==> src/rtl/accel_defs.sv <==
// rtl/accel_defs.sv - shared widths and round-sequencer state encoding
package accel_defs;

  localparam int DSP_RESULT_W = 48;
  localparam int OUT_W        = 18;
  localparam int FILTER_LEN_W = 13;
  localparam int NUM_ROUNDS_W = 16;
  localparam int SHIFT_W      = 6;

  typedef enum logic [2:0] {
    ST_IDLE,
    ST_CLEAR,
    ST_RUN,
    ST_EMIT,
    ST_DONE
  } seq_state_e;

endpackage

==> src/rtl/dsp_result_narrow.sv <==
// rtl/dsp_result_narrow.sv - arithmetic right shift of a DSP result with signed saturation
module dsp_result_narrow #(
  parameter int OUT_W = accel_defs::OUT_W
) (
  input  logic signed [accel_defs::DSP_RESULT_W-1:0] din,
  input  logic        [accel_defs::SHIFT_W-1:0]      shift,
  output logic        [OUT_W-1:0]                    dout,
  output logic                                       sat
);

  localparam int DW = accel_defs::DSP_RESULT_W;

  logic signed [DW-1:0] s;
  logic                 fits;

  // s fits in OUT_W signed bits when everything above the output sign bit is sign extension
  always_comb begin
    s    = din >>> shift;
    fits = (s[DW-1:OUT_W-1] == '0) || (s[DW-1:OUT_W-1] == '1);
    sat  = !fits;
    if (fits)
      dout = s[OUT_W-1:0];
    else if (s[DW-1])
      dout = {1'b1, {(OUT_W-1){1'b0}}};
    else
      dout = {1'b0, {(OUT_W-1){1'b1}}};
  end

endmodule

==> src/rtl/dsp_round_sequencer.sv <==
// rtl/dsp_round_sequencer.sv - steps the DSP controller through N MAC rounds and emits narrowed results
module dsp_round_sequencer
  import accel_defs::*;
#(
  parameter int CLR_CYCLES = 2,
  parameter int TIMEOUT    = 4096,
  parameter int OUT_W      = accel_defs::OUT_W
) (
  input  logic                           clk,
  input  logic                           rst,
  input  logic                           start,
  input  logic [FILTER_LEN_W-1:0]        cfg_filter_len,
  input  logic [NUM_ROUNDS_W-1:0]        cfg_num_rounds,
  input  logic [SHIFT_W-1:0]             cfg_shift,
  output logic                           round_rst,
  output logic [FILTER_LEN_W-1:0]        filter_length,
  input  logic signed [DSP_RESULT_W-1:0] dsp_result,
  input  logic                           dsp_ready,
  output logic                           out_valid,
  input  logic                           out_ready,
  output logic [OUT_W-1:0]               out_data,
  output logic [NUM_ROUNDS_W-1:0]        out_index,
  output logic                           busy,
  output logic                           done,
  output logic                           sat_flag,
  output logic                           timeout_err
);

  localparam int CLR_W = $clog2(CLR_CYCLES + 1);
  localparam int WD_W  = (TIMEOUT > 1) ? $clog2(TIMEOUT) : 1;

  seq_state_e              state, state_nxt;
  logic [CLR_W-1:0]        clr_cnt;
  logic [WD_W-1:0]         wd_cnt;
  logic                    run_armed;
  logic [NUM_ROUNDS_W-1:0] num_rounds_q;
  logic [SHIFT_W-1:0]      shift_q;
  logic [NUM_ROUNDS_W-1:0] round_idx;
  logic [OUT_W-1:0]        narrow_data;
  logic                    narrow_sat;
  logic                    accept_start, got_result, wd_fire, last_round, handshake;

  dsp_result_narrow #(.OUT_W(OUT_W)) u_narrow (
    .din   (dsp_result),
    .shift (shift_q),
    .dout  (narrow_data),
    .sat   (narrow_sat)
  );

  // run_armed masks a result_ready left over from before the controller was cleared
  assign accept_start = (state == ST_IDLE) && start;
  assign got_result   = (state == ST_RUN) && run_armed && dsp_ready;
  assign wd_fire      = (TIMEOUT != 0) && (state == ST_RUN) && !got_result
                        && (wd_cnt == WD_W'(TIMEOUT - 1));
  assign last_round   = (round_idx == num_rounds_q - 16'd1);
  assign handshake    = (state == ST_EMIT) && out_ready;
  assign out_index    = round_idx;

  always_ff @(posedge clk) begin
    if (rst) state <= ST_IDLE;
    else     state <= state_nxt;
  end

  always_comb begin
    state_nxt = state;
    round_rst = (state != ST_RUN);
    out_valid = (state == ST_EMIT);
    busy      = (state != ST_IDLE);
    done      = (state == ST_DONE);
    case (state)
      ST_IDLE:  if (start) state_nxt = (cfg_num_rounds == '0) ? ST_DONE : ST_CLEAR;
      ST_CLEAR: if (clr_cnt == CLR_W'(CLR_CYCLES - 1)) state_nxt = ST_RUN;
      ST_RUN:   if (got_result || wd_fire) state_nxt = ST_EMIT;
      ST_EMIT:  if (out_ready) state_nxt = last_round ? ST_DONE : ST_CLEAR;
      ST_DONE:  state_nxt = ST_IDLE;
      default:  state_nxt = ST_IDLE;
    endcase
  end

  always_ff @(posedge clk) begin
    if (rst) begin
      clr_cnt       <= '0;
      wd_cnt        <= '0;
      run_armed     <= 1'b0;
      num_rounds_q  <= '0;
      shift_q       <= '0;
      round_idx     <= '0;
      filter_length <= '0;
      out_data      <= '0;
      sat_flag      <= 1'b0;
      timeout_err   <= 1'b0;
    end else begin
      clr_cnt   <= (state == ST_CLEAR) ? clr_cnt + CLR_W'(1) : '0;
      wd_cnt    <= (state == ST_RUN) ? wd_cnt + WD_W'(1) : '0;
      run_armed <= (state == ST_RUN);
      if (accept_start) begin
        filter_length <= cfg_filter_len;
        num_rounds_q  <= cfg_num_rounds;
        shift_q       <= cfg_shift;
        round_idx     <= '0;
        sat_flag      <= 1'b0;
        timeout_err   <= 1'b0;
      end
      if (got_result) begin
        out_data <= narrow_data;
        sat_flag <= sat_flag | narrow_sat;
      end else if (wd_fire) begin
        out_data    <= '0;
        timeout_err <= 1'b1;
      end
      if (handshake && !last_round)
        round_idx <= round_idx + 16'd1;
    end
  end

endmodule

==> config.mk <==
export PLATFORM = sky130hd
export DESIGN_NAME = dsp_round_sequencer
export DESIGN_NICKNAME = d
export VERILOG_FILES = /design/src/rtl/accel_defs.sv /design/src/rtl/dsp_result_narrow.sv /design/src/rtl/dsp_round_sequencer.sv
export SDC_FILE = /design/constraint.sdc
export NUM_CORES = 1
export LEC_CHECK = 0
export CAP_MARGIN = 10
export CORE_AREA = 5 5 94 184
export DETAILED_ROUTE_END_ITERATION = 16
export DIE_AREA = 0 0 99 189
export HOLD_SLACK_MARGIN = 0.05
export PLACE_DENSITY = 0.81
export SLEW_MARGIN = 30
export SYNTH_ARGS = -nofsm -noshare
export SYNTH_HDL_FRONTEND = slang
export SYNTH_HIERARCHICAL = 1
export SYNTH_SLANG_ARGS = --single-unit
==> constraint.sdc <==
create_clock -name clk -period 4.7 [get_ports clk]
set_clock_uncertainty 0.1 [all_clocks]
set_input_delay 0.705 -clock clk [delete_from_list [all_inputs] [get_ports clk]]
set_output_delay 0.705 -clock clk [all_outputs]
set_load 0.02 [all_outputs]
==> metrics.yaml, run 1 <==
final_layout:
  final_cells: 1409
  final_core_util_pct: 65.8
  filler_cell_count: 1366
  nets: 1295
  stdcell_area_mm2: 0.0103
  drive_gt1_share_pct: 13.6
  area_growth_pct: 21.5
  antenna_cells: 0
setup_path:
  crit_slowest_cell: "dfxtp_4"
  crit_chain: "buf_4, mux4_2, mux2i_1, buf_4, a21oi_1, a41oi_1, a311oi_1, o21ai_0, nor4_4, or2_1, buf_12, a211o_2, a22oi_1, nor2_1"
  timing.rr.start: "shift_q[1]"
  crit_fanout: 46
  critPathLaunchType: "flop"
  worst_r2r_path_depth: 14
  cp_top_family: "compound AO/OA/AOI/OAI gates"
  required_ns: 4.81
  critPathKind: "reg -> reg"
  r2r-end: "out_data[16]"
  arrival_ns: 4.35
  path_common_cell: "buf_4"
  critical_path.max_stage_delay_ns: 0.77
  r2r_slack_ns: 0.46
  crit_cells: 14
  crit_buf_inv: 3
  setup.worst_path.end_class: "flop"
global_route:
  antenna_found_initial: 0
  track_usage_pct: 34.5
  grt_max_degree: 48
  first_global_vias: 9140
  grt_first_pass_wirelength_mm: 50.6
  grt_overflow: 0
routing:
  drtIter0Drc: 707
  vias: 9244
  drtPass1Iterations: 5
  antenna_left: 0
  routed_via_density: 6.56
  drc_errors: 0
  wl_per_cell_um: 23.3
  drt-total-wl_mm: 32.8
die:
  pin_count: 141
  floorplan.die_area_mm2: 0.0187
  die_h_um: 189
  initial_utilization_pct: 54.1
  die_x_um: 99
  core_area_mm2: 0.0157
  num_rows: 65
timing:
  max_slew.worst_pin.slew_ns: 0.836
  min_period_ns: 4.24
  fin_hold_ws_ns: 0.337
  rsz0062_at_grt: "false"
  slew_headroom_pct: 44.2
  fmax_mhz: 236
  slew_violations: 0
  timing.setup.tns_ns: 0
  setup_viol: 0
  period_share_pct: 90.3
  hold_viol: 0
  finalWorstSetupSlack_ns: 0.455
clock_network:
  insertion_delay_ns: 0.35
  cts_max_level: 3
  cts-resized-gates: 0
  clk_pin_slew_ns: 0.07
  cts.sinks: 89
  cts_buffer_depth: 2
  hold_buffers: 0
  cts_made_buffers: 9
  cts_setup_buffers: 0
  cts_tree: "done"
  clockRootBuffer: "clkbuf_16"
placement:
  dp.final_hpwl_mm: 25.3
  pre_cts_slack_ns: 0.188
  dp.cells: 1393
  io_buffers: 140
  gp_congestion: 1.01
  post_dp_cell_area_mm2: 0.0100
logic_synthesis:
  netlist_instances: 1091
  ys_types: 96
  yosysMostFrequentCell: "nand2_1"
  synth_top_area_share_pct: 21.0
  synth_edf_count: 0
  yosys_warnings: 6
  synth_common_cells: "nand2_1 (173), nor2_1 (108), dfxtp_1 (89)"
  synth_flop_cell: "dfxtp_1"
  synth-seq-cells: 89
  ys_top_cells_by_area: "dfxtp_1 (21%), mux4_2 (8.7%), nand2_1 (7.6%)"
  async_flop_share_pct: 0
  netlist_area_mm2: 0.00850
  syn-num-nets: 1183
  yosysSeqAreaShare_pct: 21.0
  synth_area_leader_cell: "dfxtp_1"
  avgSynthCellArea_um2: 7.79
min_path:
  worst_hold_startpoint: "clr_cnt[0]"
  hold_class: "reg -> reg"
  whs_path_depth: 1
  whs_endpoint: "clr_cnt[0]"
flow_run:
  max-cap-violations: 0
power:
  p_per_area_mw_per_mm2: 348
  ir_drop_uv: 336
  p_leak_nw: 3.64
  p_total_mw: 3.59
run_status:
  status: "complete, no violations"
==> cells in the final DEF (no fill, tap or decap), types with 9 or more instances in the layout <==
| master | Yosys | routed |
|---|---|---|
| nand2_1 | 173 | 173 |
| clkdlybuf4s50_1 | 0 | 139 |
| nor2_1 | 108 | 108 |
| dfxtp_1 | 89 | 85 |
| a21oi_1 | 78 | 78 |
| buf_4 | 6 | 52 |
| o21ai_0 | 50 | 50 |
| mux2i_1 | 48 | 48 |
| nand3_1 | 37 | 37 |
| mux4_2 | 33 | 33 |
| inv_1 | 28 | 28 |
| mux2_2 | 27 | 27 |
| a22oi_1 | 25 | 25 |
| nor3_1 | 21 | 21 |
| xnor2_1 | 20 | 20 |
| o211ai_1 | 19 | 19 |
| nor4_1 | 17 | 17 |
| a211oi_1 | 16 | 16 |
| and2_1 | 14 | 14 |
| o22ai_1 | 12 | 12 |
| xor2_1 | 11 | 11 |
| a31oi_1 | 10 | 10 |
| and3_1 | 9 | 9 |
| clkbuf_16 | 0 | 9 |
==> logic make-up (layout without fill, tap and decap cells) <==
kind of cell	after synthesis	in the layout	synth area share (%)
compound gates	287	287	22.6
xor+xnor	31	31	3.19
fa+ha+maj	4	4	0.589
buf+inv	121	238	7.55
flops	89	89	21.0
mux	118	118	20.8
simple gates	441	441	24.3
==> cell type report <==
class / instances / area [um^2] / area share (%)
clock buffer: 9 / 225 / 2.18
timing repair buffer: 193 / 1810 / 17.5
inverter: 29 / 109 / 1.05
tap: 201 / 251 / 2.44
sequential: 89 / 1790 / 17.3
multi-input combinational: 881 / 6080 / 58.8
clock inverter: 7 / 68.8 / 0.666
==> metal layers <==
layer | global-route usage (%) | part of all wire [%]
met1 | 34.2 | 33
met2 | 64.6 | 54
met3 | 4.61 | 5.6
met4 | 23.4 | 8.1
met5 | 0 | 0
==> registers in the layout (all words and copies together), names as in the netlist <==
signal and flops:
timeout_err 1, filter_length 13, wd_cnt 12, run_armed 1, state 3, clr_cnt 2
out_index 16, num_rounds_q 16, sat_flag 1, out_data 18, shift_q 6
==> report_power, final <==
part	switching, mW	internal [mW]	total [mW]
combinational	1.15	0.805	1.96
clock	0.334	0.376	0.710
sequential	0.118	0.809	0.927
total	1.60	1.99	3.59
==> worst max path at each step <==
stage	slack, ns	endpoint	start
2_1_floorplan	1.03	out_data[9]	dsp_result[47]
3_3_place_gp	0.25	out_data[16]	dsp_result[42]
3_5_place_dp	0.19	out_data[10]	dsp_result[42]
4_1_cts	0.56	out_data[1]	dsp_result[27]
5_1_grt	0.22	out_data[12]	shift_q[1]
6_report	0.46	out_data[16]	shift_q[1]
No activity file was read; power rests on OpenSTA's default activity.
==> inputs of run 2 (changes only) <==
--- a/config.mk
+++ b/config.mk
@@ -11,6 +11,7 @@
 export DIE_AREA = 0 0 99 189
 export HOLD_SLACK_MARGIN = 0.05
 export PLACE_DENSITY = 0.81
+export RECOVER_POWER = 50
 export SLEW_MARGIN = 30
 export SYNTH_ARGS = -nofsm -noshare
 export SYNTH_HDL_FRONTEND = slang
==> run 2 against run 1 <==
Effect of this change: non-clock buffer count is the same; the run now ends with max-capacitance violations, max-slew violations left; first-iteration DRC count grew 0.28%; core utilization shrank 0.056 points; sequential share of layout area is essentially flat; worst hold slack is essentially flat; die area is the same; power shrank 0.15%; global-route usage is the same; setup slack lost 0.045 ns; clock power is essentially flat; wire length is essentially flat; count of clock-buffer cells in the layout is the same.
==> metrics.yaml, run 2 (synthesis gave the netlist of run 1 again) <==
timing:
  max_slew.worst_pin.slew_ns: 1.76
  timing.setup.tns_ns: 0
  setup_viol: 0
  hold_viol: 0
  slew_headroom_pct: -17.1
  rsz0062_at_grt: "false"
  fmax_mhz: 233
  period_share_pct: 91.3
  slew_violations: 36
  min_period_ns: 4.29
setup_path:
  critPathLaunchType: "flop"
  setup.worst_path.end_class: "flop"
  crit_fanout: 46
  required_ns: 4.77
  critPathKind: "reg -> reg"
  r2r_slack_ns: 0.41
  arrival_ns: 4.36
power:
  p_leak_nw: 3.76
  p_per_area_mw_per_mm2: 348
  power.share.combinational_pct: 54.4
  power.switching_mw: 1.60
  clkPwrFrac_pct: 19.8
  sw_frac_of_total_pct: 44.7
  seqPwrFrac_pct: 25.8
  p_int_mw: 1.98
  p_total_mw: 3.59
  ir_drop_uv: 335
final_layout:
  largest_register: "out_data"
  register_area_mm2: 0.00179
  antenna_cells: 0
  mostFrequentLayoutCell: "nand2_1"
  layout_common_cells: "nand2_1 (173), nor2_1 (108), clkdlybuf4s50_1 (98), dfxtp_1 (85), a21oi_1 (78)"
  area_growth_pct: 21.4
  filler_cell_count: 1367
  drive_gt1_share_pct: 13.3
  largest_register_ffs: 18
  multiInputGateArea_mm2: 0.00608
  nets: 1295
global_route:
  grt_max_degree: 48
  grt_overflow: 0
  first_global_vias: 9140
  track_usage_pct: 34.5
  grt_first_pass_wirelength_mm: 50.6
  antenna_found_initial: 0
routing:
  drtPass1Iterations: 7
  drc_errors: 0
  routed_via_density: 6.56
  wl_per_cell_um: 23.3
  vias: 9250
  drt-total-wl_mm: 32.8
  drtIter0Drc: 709
  antenna_left: 0
die:
  core_area_mm2: 0.0157
  floorplan.die_area_mm2: 0.0187
  die_h_um: 189
  die_x_um: 99
  pin_count: 141
  initial_utilization_pct: 54.1
  num_rows: 65
clock_network:
  cts_made_buffers: 9
  cts_buffer_depth: 2
  hold_buffers: 0
  clockRootBuffer: "clkbuf_16"
  clk_pin_slew_ns: 0.07
  cts_max_level: 3
  cts.sinks: 89
  insertion_delay_ns: 0.35
  cts-resized-gates: 0
  cts_setup_buffers: 0
  cts_tree: "done"
run_status:
  status: "complete, but fails checks"
  violations: "max-capacitance violations, max-slew violations"
min_path:
  hold_class: "reg -> reg"
flow_run:
  max-cap-violations: 1
placement:
  dp.final_hpwl_mm: 25.3
  gp_congestion: 1.01
  io_buffers: 140
-- run 2: cell types whose count changed in the layout (fill, tap and decap cells not counted) --
cell             change
clkdlybuf4s50_1     -41
dlygate4sd3_1       +41
clkbuf_1             +3
buf_4                -2
buf_2                -1
-- run 2: critical path, stage by stage, from the launching register on --
cell	delay (ns)
dfxtp_4	0.78
buf_4	0.28
mux4_2	0.56
mux2i_1	0.16
buf_4	0.16
a21oi_1	0.07
a41oi_1	0.45
a311oi_1	0.09
o21ai_0	0.34
nor4_4	0.09
or2_1	0.31
buf_12	0.17
a211o_2	0.28
a22oi_1	0.16
nor2_1	0.06
-- run 2: area by class of cell --
class,count,area share (%)
clock buffer,9,2.18
clock inverter,7,0.667
inverter,29,1.06
multi-input combinational,881,58.9
sequential,89,17.3
tap,201,2.44
timing repair buffer,193,17.4
-- run 2: power groups by stage --
| stage | logic, mW | registers [mW] | clock network, mW |
|---|---|---|---|
| after floorplan | 1.31 | 0.879 | 0 |
| after global placement | 1.88 | 0.938 | 0 |
| after detailed placement | 1.88 | 0.942 | 0 |
| after CTS | 1.89 | 0.924 | 0.713 |
| after global routing | 2.06 | 0.939 | 0.746 |
| final | 1.95 | 0.927 | 0.710 |
-- run 2: path summary, 6_finish.rpt --
kind,from,end,depth (start not counted)
max reg2reg,shift_q[1],out_data[16],14
min reg2reg,clr_cnt[0],clr_cnt[0],1
max,shift_q[1],out_data[16],14
min,clr_cnt[0],clr_cnt[0],1
-- run 2: metrics by stage --
stage | utilization [%] | setup slack [ns] | std cells | instance area (um^2) | hold slack (ns)
final | 65.7 | 0.411 | 1409 | 10300 | 0.337
after global routing | 65.7 | 0.183 | 1409 | 10300 | 0.350
after CTS | 65.8 | 0.559 | 1409 | 10300 | 0.333
after detailed placement | 63.9 | 0.188 | 1393 | 10000 | 0.323
after global placement | 63.9 | 0.249 | 1393 | 10000 | 0.308
after floorplan | - | 1.03 | 1091 | 8500 | 0.298
-- run 2: per-layer routing --
metal / GRT usage, % / share of wire (%) / vias up
li1: - / - / 4263
met1: 34.2 / 33 / 4362
met2: 64.6 / 53 / 455
met3: 4.61 / 5.7 / 170
met4: 23.4 / 8.4 / 0
met5: 0 / 0 / -
==> inputs of run 3 (changes only) <==
--- a/config.mk
+++ b/config.mk
@@ -12,6 +12,7 @@
 export HOLD_SLACK_MARGIN = 0.05
 export PLACE_DENSITY = 0.81
 export RECOVER_POWER = 50
+export SETUP_SLACK_MARGIN = 0.3
 export SLEW_MARGIN = 30
 export SYNTH_ARGS = -nofsm -noshare
 export SYNTH_HDL_FRONTEND = slang
==> run 3 against run 2 <==
Effect of this change: the flow still finishes with violations (max-capacitance violations, max-slew violations); highest routed layer unchanged; largest power group unchanged; via count increased by 0.14%; register-to-register slack improved by 0.12 ns; maximum frequency about the same; sequential power decreased by 1%; global-route usage unchanged; critical path type is now in -> reg.
==> metrics.yaml, run 3 (synthesis gave the netlist of run 1 again) <==
setup_path:
  critPathKind: "in -> reg"
  r2r_slack_ns: 0.53
  critPathLaunchType: "primary input"
  setup.worst_path.end_class: "flop"
  required_ns: 4.77
  crit_fanout: 12
  arrival_ns: 4.35
clock_network:
  cts_made_buffers: 9
  hold_buffers: 0
  cts_max_level: 3
  cts_buffer_depth: 2
  clk_pin_slew_ns: 0.07
  cts.sinks: 89
  clockRootBuffer: "clkbuf_16"
  insertion_delay_ns: 0.35
  cts-resized-gates: 0
  cts_tree: "done"
run_status:
  violations: "max-capacitance violations, max-slew violations"
  status: "complete, but fails checks"
timing:
  period_share_pct: 91.2
  min_period_ns: 4.29
  max_slew.worst_pin.slew_ns: 1.77
  rsz0062_at_grt: "false"
  slew_violations: 36
  slew_headroom_pct: -18.0
  setup_viol: 0
  timing.setup.tns_ns: 0
  fmax_mhz: 233
  hold_viol: 0
routing:
  drtPass1Iterations: 6
  antenna_left: 0
  drc_errors: 0
  drtIter0Drc: 747
  vias: 9263
  routed_via_density: 6.57
  wl_per_cell_um: 23.4
  drt-total-wl_mm: 33.0
final_layout:
  nets: 1296
  largest_register: "out_data"
  area_growth_pct: 21.6
  filler_cell_count: 1364
  layout_common_cells: "nand2_1 (173), nor2_1 (108), clkdlybuf4s50_1 (98), dfxtp_1 (85), a21oi_1 (78)"
  mostFrequentLayoutCell: "nand2_1"
  largest_register_ffs: 18
  antenna_cells: 0
  multiInputGateArea_mm2: 0.00608
  drive_gt1_share_pct: 13.4
  register_area_mm2: 0.00179
global_route:
  grt_overflow: 0
  antenna_found_initial: 0
  grt_max_degree: 48
  grt_first_pass_wirelength_mm: 50.6
  track_usage_pct: 34.5
  first_global_vias: 9140
die:
  die_x_um: 99
  num_rows: 65
  die_h_um: 189
  initial_utilization_pct: 54.1
  core_area_mm2: 0.0157
  floorplan.die_area_mm2: 0.0187
  pin_count: 141
placement:
  dp.final_hpwl_mm: 25.3
  io_buffers: 140
  gp_congestion: 1.01
power:
  p_per_area_mw_per_mm2: 347
  sw_frac_of_total_pct: 44.6
  p_total_mw: 3.59
  power.switching_mw: 1.60
  ir_drop_uv: 335
  power.share.combinational_pct: 54.7
  clkPwrFrac_pct: 19.7
  seqPwrFrac_pct: 25.6
  p_leak_nw: 3.77
  p_int_mw: 1.99
min_path:
  hold_class: "reg -> reg"
flow_run:
  max-cap-violations: 1
run 3: cell types whose count changed in the layout (fill, tap and decap cells not counted):
| cell | change |
|---|---|
| buf_12 | +1 |
run 3: layout make-up:
class,count,area share (%)
Timing Repair Buffer,194,17.6
Clock inverter,7,0.666
Clock buffer,9,2.18
Sequential cell,89,17.3
Tap cell,201,2.43
Multi-Input combinational cell,881,58.8
Inverter,29,1.05
run 3: routing by layer:
layer,wire length [um],vias to the layer above,GRT usage (%)
li1,-,4255,-
met5,0,-,0
met3,2070,171,4.61
met4,2760,0,23.4
met2,17500,482,64.6
met1,10600,4355,34.2
run 3: path summary, 6_finish.rpt:
| path | startpoint | cells after the start | to |
|---|---|---|---|
| worst max-delay path | dsp_result[38] | 13 | out_data[16] |
| worst min register to register | clr_cnt[0] | 1 | clr_cnt[0] |
| worst min-delay path | clr_cnt[0] | 1 | clr_cnt[0] |
| worst max register to register | shift_q[3] | 12 | out_data[8] |
run 3: power by group through the flow:
stage | Clock, mW | Combinational [mW] | Sequential [mW]
3_3_place_gp | 0 | 1.88 | 0.938
3_5_place_dp | 0 | 1.88 | 0.942
2_1_floorplan | 0 | 1.31 | 0.879
6_report | 0.708 | 1.96 | 0.918
5_1_grt | 0.746 | 2.08 | 0.929
4_1_cts | 0.713 | 1.89 | 0.924
run 3: stage by stage:
stage                     cell area [um^2]  hold WS (ns)  std cells  utilization [%]  setup slack, ns
final                                10300         0.337       1410             65.9            0.414
after global routing                 10300         0.350       1410             65.9            0.274
after floorplan                       8500         0.298       1091                -             1.03
after CTS                            10300         0.333       1409             65.8            0.559
after global placement               10000         0.308       1393             63.9            0.249
after detailed placement             10000         0.323       1393             63.9            0.188
run 3: worst max-delay path: stages:
cell             delay (ns)
clkdlybuf4s50_1        0.55
mux4_2                 0.59
o22ai_1                0.45
a21oi_1                0.08
a41oi_1                0.45
a311oi_1               0.09
o21ai_0                0.35
nor4_4                 0.09
or2_1                  0.31
buf_12                 0.17
a211o_2                0.28
a22oi_1                0.16
nor2_1                 0.06
run 3: timing repair:
action / 4_1_cts / 5_1_grt
setup endpoints to repair: 0 / 7
buffers inserted: 0 / 1
endpoints found under the hold margin: 0 / 0
